**src/rtl/regfile_write_arbiter_if.sv**
```systemverilog
// -----------------------------------------------------------------------------
// regfile_write_arbiter_if
//   Bundles the signals around the shared register-file write port.
//   master : pipeline/debug side (drives requests, observes grants/port)
//   slave  : the arbiter itself
//   Signals:
//     wb_we/wb_rd/wb_data        writeback request (RegWriteW/RDW/ResultW)
//     dbg_valid/dbg_addr/dbg_data debug write request, dbg_ready accepts it
//     rf_we/rf_a3/rf_wd3         register file WE3/A3/WD3
//     stall_req                  to hazard unit
//     init_busy                  clear sequence running
//     wb_drop                    sticky: a writeback write was discarded
// -----------------------------------------------------------------------------
interface regfile_write_arbiter_if #(
  parameter int XLEN = 32
);
  logic            wb_we;
  logic [4:0]      wb_rd;
  logic [XLEN-1:0] wb_data;
  logic            dbg_valid;
  logic [4:0]      dbg_addr;
  logic [XLEN-1:0] dbg_data;
  logic            dbg_ready;
  logic            rf_we;
  logic [4:0]      rf_a3;
  logic [XLEN-1:0] rf_wd3;
  logic            stall_req;
  logic            init_busy;
  logic            wb_drop;

  modport master (
    output wb_we, wb_rd, wb_data, dbg_valid, dbg_addr, dbg_data,
    input  dbg_ready, rf_we, rf_a3, rf_wd3, stall_req, init_busy, wb_drop
  );

  modport slave (
    input  wb_we, wb_rd, wb_data, dbg_valid, dbg_addr, dbg_data,
    output dbg_ready, rf_we, rf_a3, rf_wd3, stall_req, init_busy, wb_drop
  );
endinterface

```
**src/rtl/regfile_write_arbiter.sv**
```systemverilog
// -----------------------------------------------------------------------------
// regfile_write_arbiter
//   Shares the single register-file write port between the writeback path and
//   a debug/boot-loader requester. Writeback has priority; a debug requester
//   denied STARVE_LIMIT consecutive cycles causes a stall and a forced grant.
//   Port outputs are combinational (write lands on the presenting posedge).
//
//   Optional feature macro: REGFILE_CLEAR_ON_RESET_EN
//     When defined, reset enters a CLEAR sequence writing zero to x1..x31
//     (31 cycles) before normal operation.
//
//   Ports:
//     clk  - clock, all state on posedge
//     rst  - synchronous active-high reset
//     bus  - regfile_write_arbiter_if.slave (requests, port, status)
// -----------------------------------------------------------------------------
module regfile_write_arbiter #(
  parameter int XLEN         = 32,
  parameter int STARVE_LIMIT = 4,
  parameter int CNT_W        = 4
) (
  input  logic                    clk,
  input  logic                    rst,
  regfile_write_arbiter_if.slave  bus
);

  localparam logic [1:0] ST_CLEAR = 2'd0;
  localparam logic [1:0] ST_RUN   = 2'd1;
  localparam logic [1:0] ST_FORCE = 2'd2;

`ifdef REGFILE_CLEAR_ON_RESET_EN
  localparam logic [1:0] RESET_STATE = ST_CLEAR;
`else
  localparam logic [1:0] RESET_STATE = ST_RUN;
`endif

  localparam logic [CNT_W-1:0] STARVE_MAX = CNT_W'(STARVE_LIMIT);

  logic [1:0]       state_q, state_d;
  logic [CNT_W-1:0] starve_cnt_q, starve_cnt_d;
  logic [CNT_W-1:0] starve_inc;
  logic             wb_drop_q, wb_drop_d;
`ifdef REGFILE_CLEAR_ON_RESET_EN
  logic [4:0]       clr_idx_q, clr_idx_d;
`endif

  logic             sel_we;
  logic [4:0]       sel_a3;
  logic [XLEN-1:0]  sel_wd;
  logic             sel_ready;
  logic             wb_req;

  // A writeback to x0 is not a real request; it must not block debug.
  assign wb_req     = bus.wb_we && (bus.wb_rd != 5'd0);
  assign starve_inc = (starve_cnt_q >= STARVE_MAX) ? STARVE_MAX
                                                   : starve_cnt_q + CNT_W'(1);

  always_comb begin
    state_d      = state_q;
    starve_cnt_d = starve_cnt_q;
    wb_drop_d    = wb_drop_q;
`ifdef REGFILE_CLEAR_ON_RESET_EN
    clr_idx_d    = clr_idx_q;
`endif
    sel_we       = 1'b0;
    sel_a3       = 5'd0;
    sel_wd       = '0;
    sel_ready    = 1'b0;

    case (state_q)
`ifdef REGFILE_CLEAR_ON_RESET_EN
      ST_CLEAR: begin
        sel_we    = 1'b1;
        sel_a3    = clr_idx_q;
        clr_idx_d = clr_idx_q + 5'd1;
        if (bus.wb_we) wb_drop_d = 1'b1;
        if (clr_idx_q == 5'd31) state_d = ST_RUN;
      end
`endif
      ST_RUN: begin
        if (wb_req) begin
          sel_we = 1'b1;
          sel_a3 = bus.wb_rd;
          sel_wd = bus.wb_data;
          if (bus.dbg_valid) begin
            starve_cnt_d = starve_inc;
            if (starve_inc == STARVE_MAX) state_d = ST_FORCE;
          end
        end else if (bus.dbg_valid) begin
          // Debug to x0 is acknowledged but never reaches the port.
          sel_we       = (bus.dbg_addr != 5'd0);
          sel_a3       = bus.dbg_addr;
          sel_wd       = bus.dbg_data;
          sel_ready    = 1'b1;
          starve_cnt_d = '0;
        end else begin
          starve_cnt_d = '0;
        end
      end
      ST_FORCE: begin
        // Any writeback here was bubbled by the stall; record the loss.
        if (wb_req) wb_drop_d = 1'b1;
        if (bus.dbg_valid) begin
          sel_we    = (bus.dbg_addr != 5'd0);
          sel_a3    = bus.dbg_addr;
          sel_wd    = bus.dbg_data;
          sel_ready = 1'b1;
        end
        starve_cnt_d = '0;
        state_d      = ST_RUN;
      end
      default: begin
        state_d      = RESET_STATE;
        starve_cnt_d = '0;
      end
    endcase
  end

  always_ff @(posedge clk) begin
    if (rst) begin
      state_q      <= RESET_STATE;
      starve_cnt_q <= '0;
      wb_drop_q    <= 1'b0;
`ifdef REGFILE_CLEAR_ON_RESET_EN
      clr_idx_q    <= 5'd1;
`endif
    end else begin
      state_q      <= state_d;
      starve_cnt_q <= starve_cnt_d;
      wb_drop_q    <= wb_drop_d;
`ifdef REGFILE_CLEAR_ON_RESET_EN
      clr_idx_q    <= clr_idx_d;
`endif
    end
  end

  // Port is held quiet during reset regardless of state.
  assign bus.rf_we     = sel_we && !rst;
  assign bus.rf_a3     = rst ? 5'd0 : sel_a3;
  assign bus.rf_wd3    = rst ? '0 : sel_wd;
  assign bus.dbg_ready = sel_ready && !rst;
  assign bus.stall_req = (state_q != ST_RUN);
  assign bus.wb_drop   = wb_drop_q;
`ifdef REGFILE_CLEAR_ON_RESET_EN
  assign bus.init_busy = (state_q == ST_CLEAR);
`else
  assign bus.init_busy = 1'b0;
`endif

endmodule

```
**src/flat_wrapper.sv**
```systemverilog
// flat-port wrapper written by rule: the top's interface ports become plain ports
module regfile_write_arbiter_flat 
#(
  parameter int XLEN         = 32,
  parameter int STARVE_LIMIT = 4,
  parameter int CNT_W        = 4
)
  (clk, rst, bus_wb_we, bus_wb_rd, bus_wb_data, bus_dbg_valid, bus_dbg_addr, bus_dbg_data, bus_dbg_ready, bus_rf_we, bus_rf_a3, bus_rf_wd3, bus_stall_req, bus_init_busy, bus_wb_drop);
  regfile_write_arbiter_if #(.XLEN(XLEN)) bus_i ();
  input  logic clk;
  input  logic rst;
  input wire logic [$bits(bus_i.wb_we)-1:0] bus_wb_we;
  input wire logic [$bits(bus_i.wb_rd)-1:0] bus_wb_rd;
  input wire logic [$bits(bus_i.wb_data)-1:0] bus_wb_data;
  input wire logic [$bits(bus_i.dbg_valid)-1:0] bus_dbg_valid;
  input wire logic [$bits(bus_i.dbg_addr)-1:0] bus_dbg_addr;
  input wire logic [$bits(bus_i.dbg_data)-1:0] bus_dbg_data;
  output wire logic [$bits(bus_i.dbg_ready)-1:0] bus_dbg_ready;
  output wire logic [$bits(bus_i.rf_we)-1:0] bus_rf_we;
  output wire logic [$bits(bus_i.rf_a3)-1:0] bus_rf_a3;
  output wire logic [$bits(bus_i.rf_wd3)-1:0] bus_rf_wd3;
  output wire logic [$bits(bus_i.stall_req)-1:0] bus_stall_req;
  output wire logic [$bits(bus_i.init_busy)-1:0] bus_init_busy;
  output wire logic [$bits(bus_i.wb_drop)-1:0] bus_wb_drop;
  assign bus_i.wb_we = bus_wb_we;
  assign bus_i.wb_rd = bus_wb_rd;
  assign bus_i.wb_data = bus_wb_data;
  assign bus_i.dbg_valid = bus_dbg_valid;
  assign bus_i.dbg_addr = bus_dbg_addr;
  assign bus_i.dbg_data = bus_dbg_data;
  assign bus_dbg_ready = bus_i.dbg_ready;
  assign bus_rf_we = bus_i.rf_we;
  assign bus_rf_a3 = bus_i.rf_a3;
  assign bus_rf_wd3 = bus_i.rf_wd3;
  assign bus_stall_req = bus_i.stall_req;
  assign bus_init_busy = bus_i.init_busy;
  assign bus_wb_drop = bus_i.wb_drop;
  regfile_write_arbiter #(.XLEN(XLEN), .STARVE_LIMIT(STARVE_LIMIT), .CNT_W(CNT_W)) u_core (.clk(clk), .rst(rst), .bus(bus_i));
endmodule
```
**config.mk**
```make
export PLATFORM = sky130hd
export DESIGN_NAME = regfile_write_arbiter_flat
export DESIGN_NICKNAME = d
export VERILOG_FILES = /design/src/rtl/regfile_write_arbiter_if.sv /design/src/rtl/regfile_write_arbiter.sv /design/src/flat_wrapper.sv
export SDC_FILE = /design/constraint.sdc
export NUM_CORES = 1
export LEC_CHECK = 0
export CORE_MARGIN = 2
export CORE_UTILIZATION = 25
export DETAILED_ROUTE_END_ITERATION = 12
export HOLD_SLACK_MARGIN = 0.08
export PLACE_DENSITY = 0.82
export REMOVE_ABC_BUFFERS = 1
export SLEW_MARGIN = 25
export SYNTH_ARGS = -nofsm -noshare
export SYNTH_HDL_FRONTEND = slang
export SYNTH_SLANG_ARGS = --single-unit
export TNS_END_PERCENT = 20
```
**constraint.sdc**
```tcl
create_clock -name clk -period 2.2 [get_ports clk]
set_clock_uncertainty 0.15 [all_clocks]
set_input_delay 0.22 -clock clk [delete_from_list [all_inputs] [get_ports clk]]
set_output_delay 0.22 -clock clk [all_outputs]
set_load 0.005 [all_outputs]
```
# Yosys cells after proc, flatten, opt, wreduce, memory -nomap -nowiden

Cells that the tools add are included.

Add/sub/neg operators: 1
$lt $le $gt $ge: 1
Equal/unequal tests: 4
Multiplexer cells: 15
Bitwise logic cells: 2
Reductions and logical operators: 10

Operators by type and width:

| cell                | count |
|---|---|
| $mux 32             | 3 |
| $pmux 32 s2         | 1 |
| $mux 5              | 3 |
| $pmux 5 s2          | 1 |
| $reduce_bool 5->1   | 2 |
| $add 4x1->4 const B | 1 |
| $eq 4x3->1 const B  | 1 |
| $ge 4x3->1 const B  | 1 |
| $mux 1              | 4 |
| $mux 4              | 1 |
| $pmux 1 s2          | 2 |
| $logic_and 1x1->1   | 3 |
| $reduce_and 3->1    | 1 |
| $reduce_or 3->1     | 1 |
| $eq 2x1->1 const B  | 1 |
| $eq 2x2->1 const B  | 1 |
| $ne 2x1->1 const B  | 1 |
| $not 1->1           | 2 |
| $reduce_and 2->1    | 1 |
| $reduce_or 2->1     | 1 |
| $logic_not 1->1     | 1 |

Register bits after elaboration: 7
Input bits: 78
Output and inout port bits: 42
Word-level logic and storage cells: 36

# Depth between registers and ports, before layout

Gate-level depths: netlist (run 1).

Word-level depth: 5
Mapped depth: 7
Mapped depth without buffers: 5

# Least setup slack after synthesis (run 1)

OpenSTA, ideal clock, no wires.

Kind: reg-to-output
Start: reg u_core.state_q[0]
End: out bus_rf_we
Arrival: 1.550 ns
Slack: 0.280 ns
Cell stages (with the launch flop): 8
Path buffers: 2
Path through: dfxtp_1 inv_1 ha_1 nor3b_1 buf_2 buf_2 o221ai_1 o21ai_1

Word-level cells in the longest chain between the ends: 3
Elaborated cells on any way between the ends: 4

Ends and longest elaborated chain:

| item                                            | line                         | text |
|---|---|---|
| from (decl)                                     | regfile_write_arbiter.sv:39  | `logic [1:0] state_q, state_d;` |
| from (signal assigned)                          | regfile_write_arbiter.sv:128 | `state_q <= state_d;` |
| $eq 2x2->1 / $eq 2x1->1 (equally long branches) | regfile_write_arbiter.sv:70  | `case (state_q)` |
| $pmux 1 s2 *                                    | regfile_write_arbiter.sv:70  |  |
| $logic_and 1x1->1 *                             | regfile_write_arbiter.sv:138 | `assign bus.rf_we = sel_we && !rst;` |
| to (decl)                                       | flat_wrapper.sv:19           | `output wire logic [$bits(bus_i.rf_we)-1:0] bus_rf_we;` |

Mark *: on every way between the ends. The rest lies on a longest branch, timed or not.

# Worst setup path after layout (run 1)

Start: reg u_core.state_q[1]
End: out bus_rf_wd3[18]

Word-level cells in the longest chain between the ends: 3
Elaborated cells on any way between the ends: 4

Ends and longest elaborated chain:

| item                                            | line                         | text |
|---|---|---|
| $eq 2x2->1 / $eq 2x1->1 (equally long branches) | regfile_write_arbiter.sv:70  |  |
| $pmux 32 s2 *                                   | regfile_write_arbiter.sv:70  |  |
| $mux 32 *                                       | regfile_write_arbiter.sv:140 | `assign bus.rf_wd3 = rst ? '0 : sel_wd;` |
| to (decl)                                       | flat_wrapper.sv:21           | `output wire logic [$bits(bus_i.rf_wd3)-1:0] bus_rf_wd3;` |

Marks and branches as above.

==> reports/qor.yml, run 1 <==
floorplanning:
  core_um2: 3363
  fp-row-count: 21
  die-height_um: 63.57
  ioPinCount: 120
  initial_utilization_pct: 26.38
  die_x_um: 63.57
  dieArea_um2: 4041
sta:
  clock.fmax_mhz: 410.6
  whs_ns: 0.3108
  period_share_pct: 110.7
  finalWorstSetupSlack_ns: -0.2357
  final_hold_viol_count: 0
  tns_ns: -6.673
  grt_setup_unrepaired: "true"
  period_minus_slack_ns: 2.436
  setup_viol: 39
  drv_slew: 0
cells_and_area:
  fin_nets: 326
  num_antenna_cells: 0
  drive_gt1_share_pct: 40.16
  area_delta_synth_final_pct: 178.7
  fin_cells: 290
  post-route-util_pct: 73.51
  seq_area_um2: 147.6
  multiInputGateArea_um2: 703.2
  nFillCells: 263
  finalInstanceArea_um2: 2472
yosys:
  synth_top_area_share_pct: 41.75
  async_flop_share_pct: 0
  ys_seq_elements: 7
  yosys.cell_types.count: 32
  synth_area_um2: 887.1
  synth_area_leaders: "a32o_1 (42%), dfxtp_1 (16%), buf_6 (5.1%)"
  ys_seq_area_share_pct: 15.80
  synthCells: 96
  synth_flop_cell: "dfxtp_1"
  yosysWarningCount: 0
  synth-edff-count: 0
  avgSynthCellArea_um2: 9.241
  yosys.area.top_type: "a32o_1"
route:
  wl_mm: 6.318
  drc: 1
  routed-via-count: 1646
  vias_per_cell: 5.676
  post_drt_wl_per_cell_um: 21.79
  antenna_left: 0
  drt_pass1_iterations: 10
  drt_iter0_drc: 90
cts:
  path_clk_slew_ns: 0.06
  clock_path_buffers: 2
  h-tree-depth: 1
  cts_tree: "built"
  cts_buffers: 3
  clock_latency_ns: 0.26
  clockRootBuffer: "clkbuf_4"
  clock_sinks: 7
place:
  dp_hpwl_mm: 3.846
  place.gp.congestion: 0.9301
  numPortBuffers: 118
  placed_area_um2: 2191
  dp_cells: 263
  pre_cts_ws_ns: -0.4074
power_and_ir_drop:
  switching_share_pct: 30.02
  p_int_mw: 0.4721
  combPwrFrac_pct: 62.9
  p_clk_share_pct: 18.3
  ir_drop_v: 0.0001241
  leakage_nw: 1.057
  p_switching_mw: 0.2026
  finalPower_mw: 0.6747
  pwr-share-seq_pct: 18.8
  cellPowerDensity_nw_per_um2: 272.9
run_status:
  violations: "design-rule violations, negative setup slack"
  status: "complete, but fails checks"
critical_path:
  path_max_fanout: 6
  critPathCaptureType: "output pin"
  worstSetupPathType: "reg -> out"
  critPathRequiredTime_ns: 1.83
  cp-start-kind: "flop"
  arrival_ns: 2.07
global_routing:
  grt_pass1_vias: 1747
  grt_pass1_wl_mm: 9.163
  antenna_found_initial: 0
  grt_max_degree: 20
  grtUsageTotal_pct: 29.36
  overflow: 0
worst_hold_path:
  hold_path.class: "reg -> reg"
flow_run:
  maxCapViolCount: 0
[flip-flops by register name, indices dropped and copies added, names as in the netlist]
name,cells
u_core.starve_cnt_q,4
u_core.state_q,2
u_core.bus.wb_drop,1
[power groups by stage]
| stage | Sequential, mW | Combinational [mW] | Clock (mW) |
|---|---|---|---|
| 3_5_place_dp | 0.132 | 0.365 | 0 |
| 4_1_cts | 0.128 | 0.404 | 0.120 |
| 3_3_place_gp | 0.132 | 0.358 | 0 |
| 2_1_floorplan | 0.132 | 0.0866 | 0 |
| 5_1_grt | 0.127 | 0.444 | 0.131 |
| 6_report | 0.127 | 0.424 | 0.124 |
[metal layers]
metal	up-vias	share of wire, %	track usage (%)
met2	122	52	55.26
li1	720	-	-
met5	-	0	0
met3	20	9.4	5.357
met1	784	36	32.47
met4	0	2.3	10.33
[cell usage after synthesis (2+ instances only)]
cell type and instances:
dfxtp_1 7, nor2_1 3, inv_1 6, o21ai_0 2
nor2b_1 2, buf_2 3, ha_1 3, buf_6 4
clkbuf_1 2, a32o_1 37, a21oi_1 2, buf_4 4
nor3b_1 2
[critical path: stages, from the launching register on]
cell      delay (ns)
dfxtp_4         0.36
inv_4           0.06
ha_4            0.13
or3b_4          0.39
o221ai_4        0.17
buf_6           0.15
buf_8           0.11
buf_6           0.11
a32o_1          0.20
buf_2           0.13
[final cells by class]
type                    count  area share, %
flip-flops and latches      7          5.972
clock buffers               4          1.063
repair buffers            157          61.08
inverters                   6          1.113
multi-input cells          70          28.44
well taps                  46          2.328
[layout by cell type, fill, tap and decap left out, types with 2 or more instances in the layout]
master and instances:
buf_2 38, a21oi_1 2, buf_8 2, a32o_1 35, o21ai_0 2, clkbuf_16 2
clkbuf_4 3, a32o_2 2, inv_1 3, buf_6 11, inv_4 2, dfxtp_1 5
nor2_1 3, buf_16 5, buf_12 3, ha_4 2, dfxtp_4 2, clkdlybuf4s50_1 79
nor2b_1 2, buf_4 17
[final timing paths]
| kind | start | to | slack [ns] | cells past startpoint |
|---|---|---|---|---|
| setup reg to reg | u_core.state_q[1] | u_core.starve_cnt_q[3] | 0.38 | 8 |
| hold reg to reg | u_core.bus.wb_drop | u_core.bus.wb_drop | 0.31 | 2 |
| hold / removal | u_core.bus.wb_drop | u_core.bus.wb_drop | 0.31 | 2 |
| setup / recovery | u_core.state_q[1] | bus_rf_wd3[18] | -0.24 | 9 |
[cell families (layout without fill, tap and decap cells)]
logic type | after synthesis | count (layout) | share of synthesized area (%)
fa+ha+maj | 3 | 3 | 4.232
mux | 1 | 1 | 1.128
buf+inv | 19 | 167 | 13.54
flops | 7 | 7 | 15.80
compound gates | 50 | 50 | 53.60
other cells | 1 | 1 | 0.4227
simple gates | 15 | 15 | 11.28
[what timing repair did]
action,4_1_cts,5_1_grt
hold buffers,0,0
gates resized for setup,186,12
cloned,7,2
pin swaps,31,12
setup buffers,15,2
setup endpoints to repair,39,39
No activity file was read; power rests on OpenSTA's default activity.
==> run 2, diff against run 1 <==
CELL_PAD_IN_SITES_DETAIL_PLACEMENT = 0   (was default)
CELL_PAD_IN_SITES_GLOBAL_PLACEMENT = 2   (was default)
CORE_UTILIZATION = 27   (was 25)
DONT_BUFFER_PORTS = 1   (was default)
PLACE_DENSITY = default   (was 0.82)
PLACE_DENSITY_LB_ADDON = 0.1   (was default)
==> reports/qor.yml, run 2 (synthesis gave the netlist of run 1 again) <==
critical_path:
  cp_slowest_cell: "or3b_1"
  cp_num_cells: 6
  cpPeakStageDelay_ns: 0.36
  critPathCaptureType: "output pin"
  cp-start-kind: "flop"
  r2r_cells: 6
  cpLargestDelayFamily: "compound AO/OA/AOI/OAI gates"
  critPathBufInv: 2
  reg2reg_slack_ns: 0.10
  arrival_ns: 1.84
  critPathRequiredTime_ns: 1.83
  r2r_end: "u_core.starve_cnt_q[3]"
  critPathMostFrequentCell: "buf_12"
  path_cells: "buf_12, ha_4, or3b_1, o221ai_2, buf_12, a32o_2"
  path_max_fanout: 38
  worstSetupPathType: "reg -> out"
  r2r_start: "u_core.state_q[0]"
cts:
  path_clk_slew_ns: 0.05
  h-tree-depth: 1
  clock_sinks: 7
  cts_buffers: 3
  clock_path_buffers: 2
  clockRootBuffer: "clkbuf_4"
  clock_latency_ns: 0.24
  cts_tree: "built"
sta:
  setup_viol: 20
  period_minus_slack_ns: 2.215
  whs_ns: 0.09911
  period_share_pct: 100.7
  final_hold_viol_count: 0
  drv_slew: 0
  tns_ns: -0.1187
  grt_setup_unrepaired: "true"
  clock.fmax_mhz: 451.5
  finalWorstSetupSlack_ns: -0.01475
place:
  dp_hpwl_mm: 2.179
  numPortBuffers: 0
  pre_cts_ws_ns: 0.1950
  place.gp.congestion: 0.7880
  dp_cells: 131
global_routing:
  antenna_found_initial: 0
  grtUsageTotal_pct: 16.25
  grt_max_degree: 39
  grt_pass1_wl_mm: 4.491
  overflow: 0
  grt_pass1_vias: 899
route:
  drc: 0
  wl_mm: 3.259
  drt_pass1_iterations: 4
  antenna_left: 0
  routed-via-count: 982
  drt_iter0_drc: 47
  vias_per_cell: 6.547
  post_drt_wl_per_cell_um: 21.73
floorplanning:
  dieArea_um2: 3760
  die-height_um: 61.32
  die_x_um: 61.32
  core_um2: 3078
  initial_utilization_pct: 28.82
  ioPinCount: 120
  fp-row-count: 20
cells_and_area:
  final_cell_mix: "a32o_2 (27), a32o_1 (10)"
  largest_reg_flops: 4
  fin_nets: 188
  nFillCells: 295
  area_delta_synth_final_pct: 43.72
  drive_gt1_share_pct: 50.94
  fin_cells: 150
  num_antenna_cells: 0
  regMostFlops: "u_core.starve_cnt_q"
  final_common_cell: "a32o_2"
power_and_ir_drop:
  p_clk_share_pct: 27.2
  p_switching_mw: 0.1209
  switching_share_pct: 29.13
  ir_drop_v: 0.0001367
  leakage_nw: 0.5685
  combPwrFrac_pct: 41.7
  finalPower_mw: 0.4152
  cellPowerDensity_nw_per_um2: 325.6
  p_int_mw: 0.2942
  pwr-share-seq_pct: 31.1
run_status:
  status: "complete, but fails checks"
  violations: "negative setup slack"
worst_hold_path:
  hold_path_end: "u_core.starve_cnt_q[0]"
  hold_start: "bus_wb_rd[2]"
  hold_path.class: "in -> reg"
  hold_depth: 2
flow_run:
  maxCapViolCount: 0
## run 2: cell types whose count changed in the layout (fill, tap and decap cells not counted), moves of 5 or more
cell             before  now
a32o_1               35   10
a32o_2                2   27
buf_2                38    0
buf_4                17    3
buf_6                11    1
clkdlybuf4s50_1      79    0
dlygate4sd3_1         0    5
## run 2: how the worst max path moves through the flow
stage | startpoint | to | slack [ns]
after CTS | u_core.state_q[0] | bus_rf_wd3[24] | -0.02
after floorplan | u_core.state_q[0] | bus_rf_we | -1.57
after global routing | u_core.state_q[0] | bus_rf_wd3[10] | -0.12
after global placement | u_core.state_q[0] | bus_rf_a3[0] | 0.14
after detailed placement | u_core.state_q[0] | bus_rf_wd3[12] | 0.19
final | u_core.state_q[0] | bus_rf_wd3[27] | -0.01
## run 2: layout make-up
cell class / count / area [um^2] / area share (%)
inverter: 6 / 22.52 / 1.766
tap: 44 / 55.05 / 4.318
clock buffer: 4 / 26.28 / 2.061
sequential: 7 / 142.6 / 11.19
multi-input combinational: 70 / 721.9 / 56.62
timing repair buffer: 19 / 306.5 / 24.04
## run 2: worst reg2reg max path: stages, from the launching register on
cell           delay (ns)
dfxtp_2              0.35
buf_12               0.10
ha_4                 0.14
nor2b_1              0.30
o311ai_4             0.22
nor3b_1              0.22
dlygate4sd3_1        0.56
## run 2: repair_timing
| item | in CTS | in global routing |
|---|---|---|
| cloned | 3 | 1 |
| setup buffers | 5 | 1 |
| pin swaps | 26 | 5 |
| endpoints found under the setup margin | 37 | 39 |
| resized for setup | 30 | 13 |
| hold endpoints to repair | 7 | 0 |
| hold buffers | 5 | 0 |
## run 2: stage by stage
stage | utilization, % | instance area [um^2]
floorplan | - | 789.5
global placement | 29.80 | 917.1
detailed placement | 29.80 | 917.1
CTS | 39.47 | 1215
global route | 41.42 | 1275
finish | 41.42 | 1275
## run 2: power groups by stage
stage | Clock, mW | Sequential [mW] | Combinational, mW
6_report | 0.113 | 0.129 | 0.173
5_1_grt | 0.130 | 0.129 | 0.184
4_1_cts | 0.121 | 0.129 | 0.163
3_5_place_dp | 0 | 0.132 | 0.118
3_3_place_gp | 0 | 0.132 | 0.118
2_1_floorplan | 0 | 0.132 | 0.0866
## run 2: per-layer routing
layer  vias up  wire length, um  track usage, %  share of wire (%)
met5         -                0               0                  0
met4         0                0           2.795                  0
met3         0              262           3.571                8.0
met2        64             1708           29.79                 52
met1       476             1288           19.54                 40
li1        442                -               -                  -
==> run 3, diff against run 2 <==
ABC_CLOCK_PERIOD_IN_PS = 2200   (was default)
HOLD_SLACK_MARGIN = default   (was 0.08)
RECOVER_POWER = 25   (was default)
==> reports/qor.yml, run 3 (synthesis gave the netlist of run 1 again) <==
run_status:
  status: "complete, but fails checks"
  violations: "negative setup slack"
cts:
  h-tree-depth: 1
  clockRootBuffer: "clkbuf_4"
  cts_tree: "built"
  clock_sinks: 7
  clock_latency_ns: 0.24
  cts_buffers: 3
  path_clk_slew_ns: 0.05
  clock_path_buffers: 2
place:
  place.gp.congestion: 0.7880
  placed_area_um2: 917.1
  pre_cts_ws_ns: 0.1950
  dp_cells: 131
  numPortBuffers: 0
  dp_hpwl_mm: 2.179
global_routing:
  antenna_found_initial: 0
  grt_pass1_wl_mm: 4.485
  grt_pass1_vias: 899
  grtUsageTotal_pct: 16.21
  overflow: 0
  grt_max_degree: 39
cells_and_area:
  final_common_cell: "a32o_2"
  regMostFlops: "u_core.starve_cnt_q"
  area_delta_synth_final_pct: 38.65
  fin_cells: 147
  drive_gt1_share_pct: 51.46
  num_antenna_cells: 0
  largest_reg_flops: 4
  finalInstanceArea_um2: 1230
  post-route-util_pct: 39.96
  fin_nets: 185
  final_cell_mix: "a32o_2 (27), a32o_1 (10), inv_1 (5), buf_12 (5), dfxtp_1 (5)"
  nFillCells: 301
power_and_ir_drop:
  cellPowerDensity_nw_per_um2: 334.0
  ir_drop_v: 0.0001401
  leakage_nw: 0.5457
  finalPower_mw: 0.4108
floorplanning:
  ioPinCount: 120
  core_um2: 3078
  die-height_um: 61.32
  initial_utilization_pct: 28.82
  fp-row-count: 20
  die_x_um: 61.32
  dieArea_um2: 3760
route:
  drt_pass1_iterations: 4
  wl_mm: 3.245
  antenna_left: 0
  vias_per_cell: 6.633
  routed-via-count: 975
  post_drt_wl_per_cell_um: 22.07
  drt_iter0_drc: 46
  drc: 0
critical_path:
  startpoint: "u_core.state_q[0]"
  worstSetupPathType: "reg -> out"
  path_max_fanout: 38
  endpoint: "bus_rf_wd3[27]"
  cp-start-kind: "flop"
  r2r_cells: 5
  critPathRequiredTime_ns: 1.83
  reg2reg_slack_ns: 0.63
  r2r_start: "u_core.state_q[0]"
  r2r_end: "u_core.state_q[0]"
  critPathCaptureType: "output pin"
  arrival_ns: 1.85
sta:
  whs_ns: 0.03434
  period_minus_slack_ns: 2.218
  setup_viol: 27
  slew_headroom_pct: 61.09
  tns_ns: -0.1736
  period_share_pct: 100.8
  grt_setup_unrepaired: "true"
  clock.fmax_mhz: 450.8
  tightest_slew_ns: 0.5827
  finalWorstSetupSlack_ns: -0.01850
  final_hold_viol_count: 0
  drv_slew: 0
worst_hold_path:
  hold_path.class: "in -> reg"
  hold_start: "rst"
flow_run:
  maxCapViolCount: 0
## run 3: cell types whose count changed in the layout (fill, tap and decap cells not counted)
cell           change
dlygate4sd3_1      -3
o311ai_2           +1
o311ai_4           -1
or3_1              +1
or3_4              -1
## run 3: area by class of cell
class                      count  area, um^2  area share (%)
multi-input combinational     70       706.9           57.48
timing repair buffer          16       276.5           22.48
sequential                     7       142.6           11.60
tap                           44       55.05           4.476
clock buffer                   4       26.28           2.136
inverter                       6       22.52           1.831
## run 3: worst max-delay path, stage by stage (launching register included)
cell and delay (ns):
dfxtp_2 0.35, buf_12 0.10, ha_4 0.14, or3b_1 0.36, o221ai_2 0.19, buf_12 0.22, a32o_2 0.21
## run 3: what timing repair did
action	CTS	global route
pin swaps	26	5
gates cloned	3	1
hold endpoints to repair	6	0
resized for setup	30	12
setup buffers	5	1
hold buffers	2	0
setup endpoints to repair	37	38
## run 3: worst min-delay path by stage
| stage | to | depth (start not counted) |
|---|---|---|
| global placement | u_core.starve_cnt_q[3] | 1 |
| global route | u_core.bus.wb_drop | 2 |
| floorplan | u_core.bus.wb_drop | 1 |
| detailed placement | u_core.starve_cnt_q[3] | 1 |
| finish | u_core.state_q[0] | 2 |
| CTS | u_core.state_q[0] | 2 |
## run 3: routing by layer
metal	GRT usage, %	part of all wire (%)	vias up
met5	0	0	-
met2	29.79	52	62
met1	19.42	40	476
met3	3.571	7.6	0
met4	2.795	0	0
li1	-	-	437
## run 3: power breakdown
group	switching (mW)	total (mW)	internal (mW)
logic	0.0743	0.169	0.0944
clock network	0.0438	0.113	0.0690
registers	0.00107	0.129	0.128
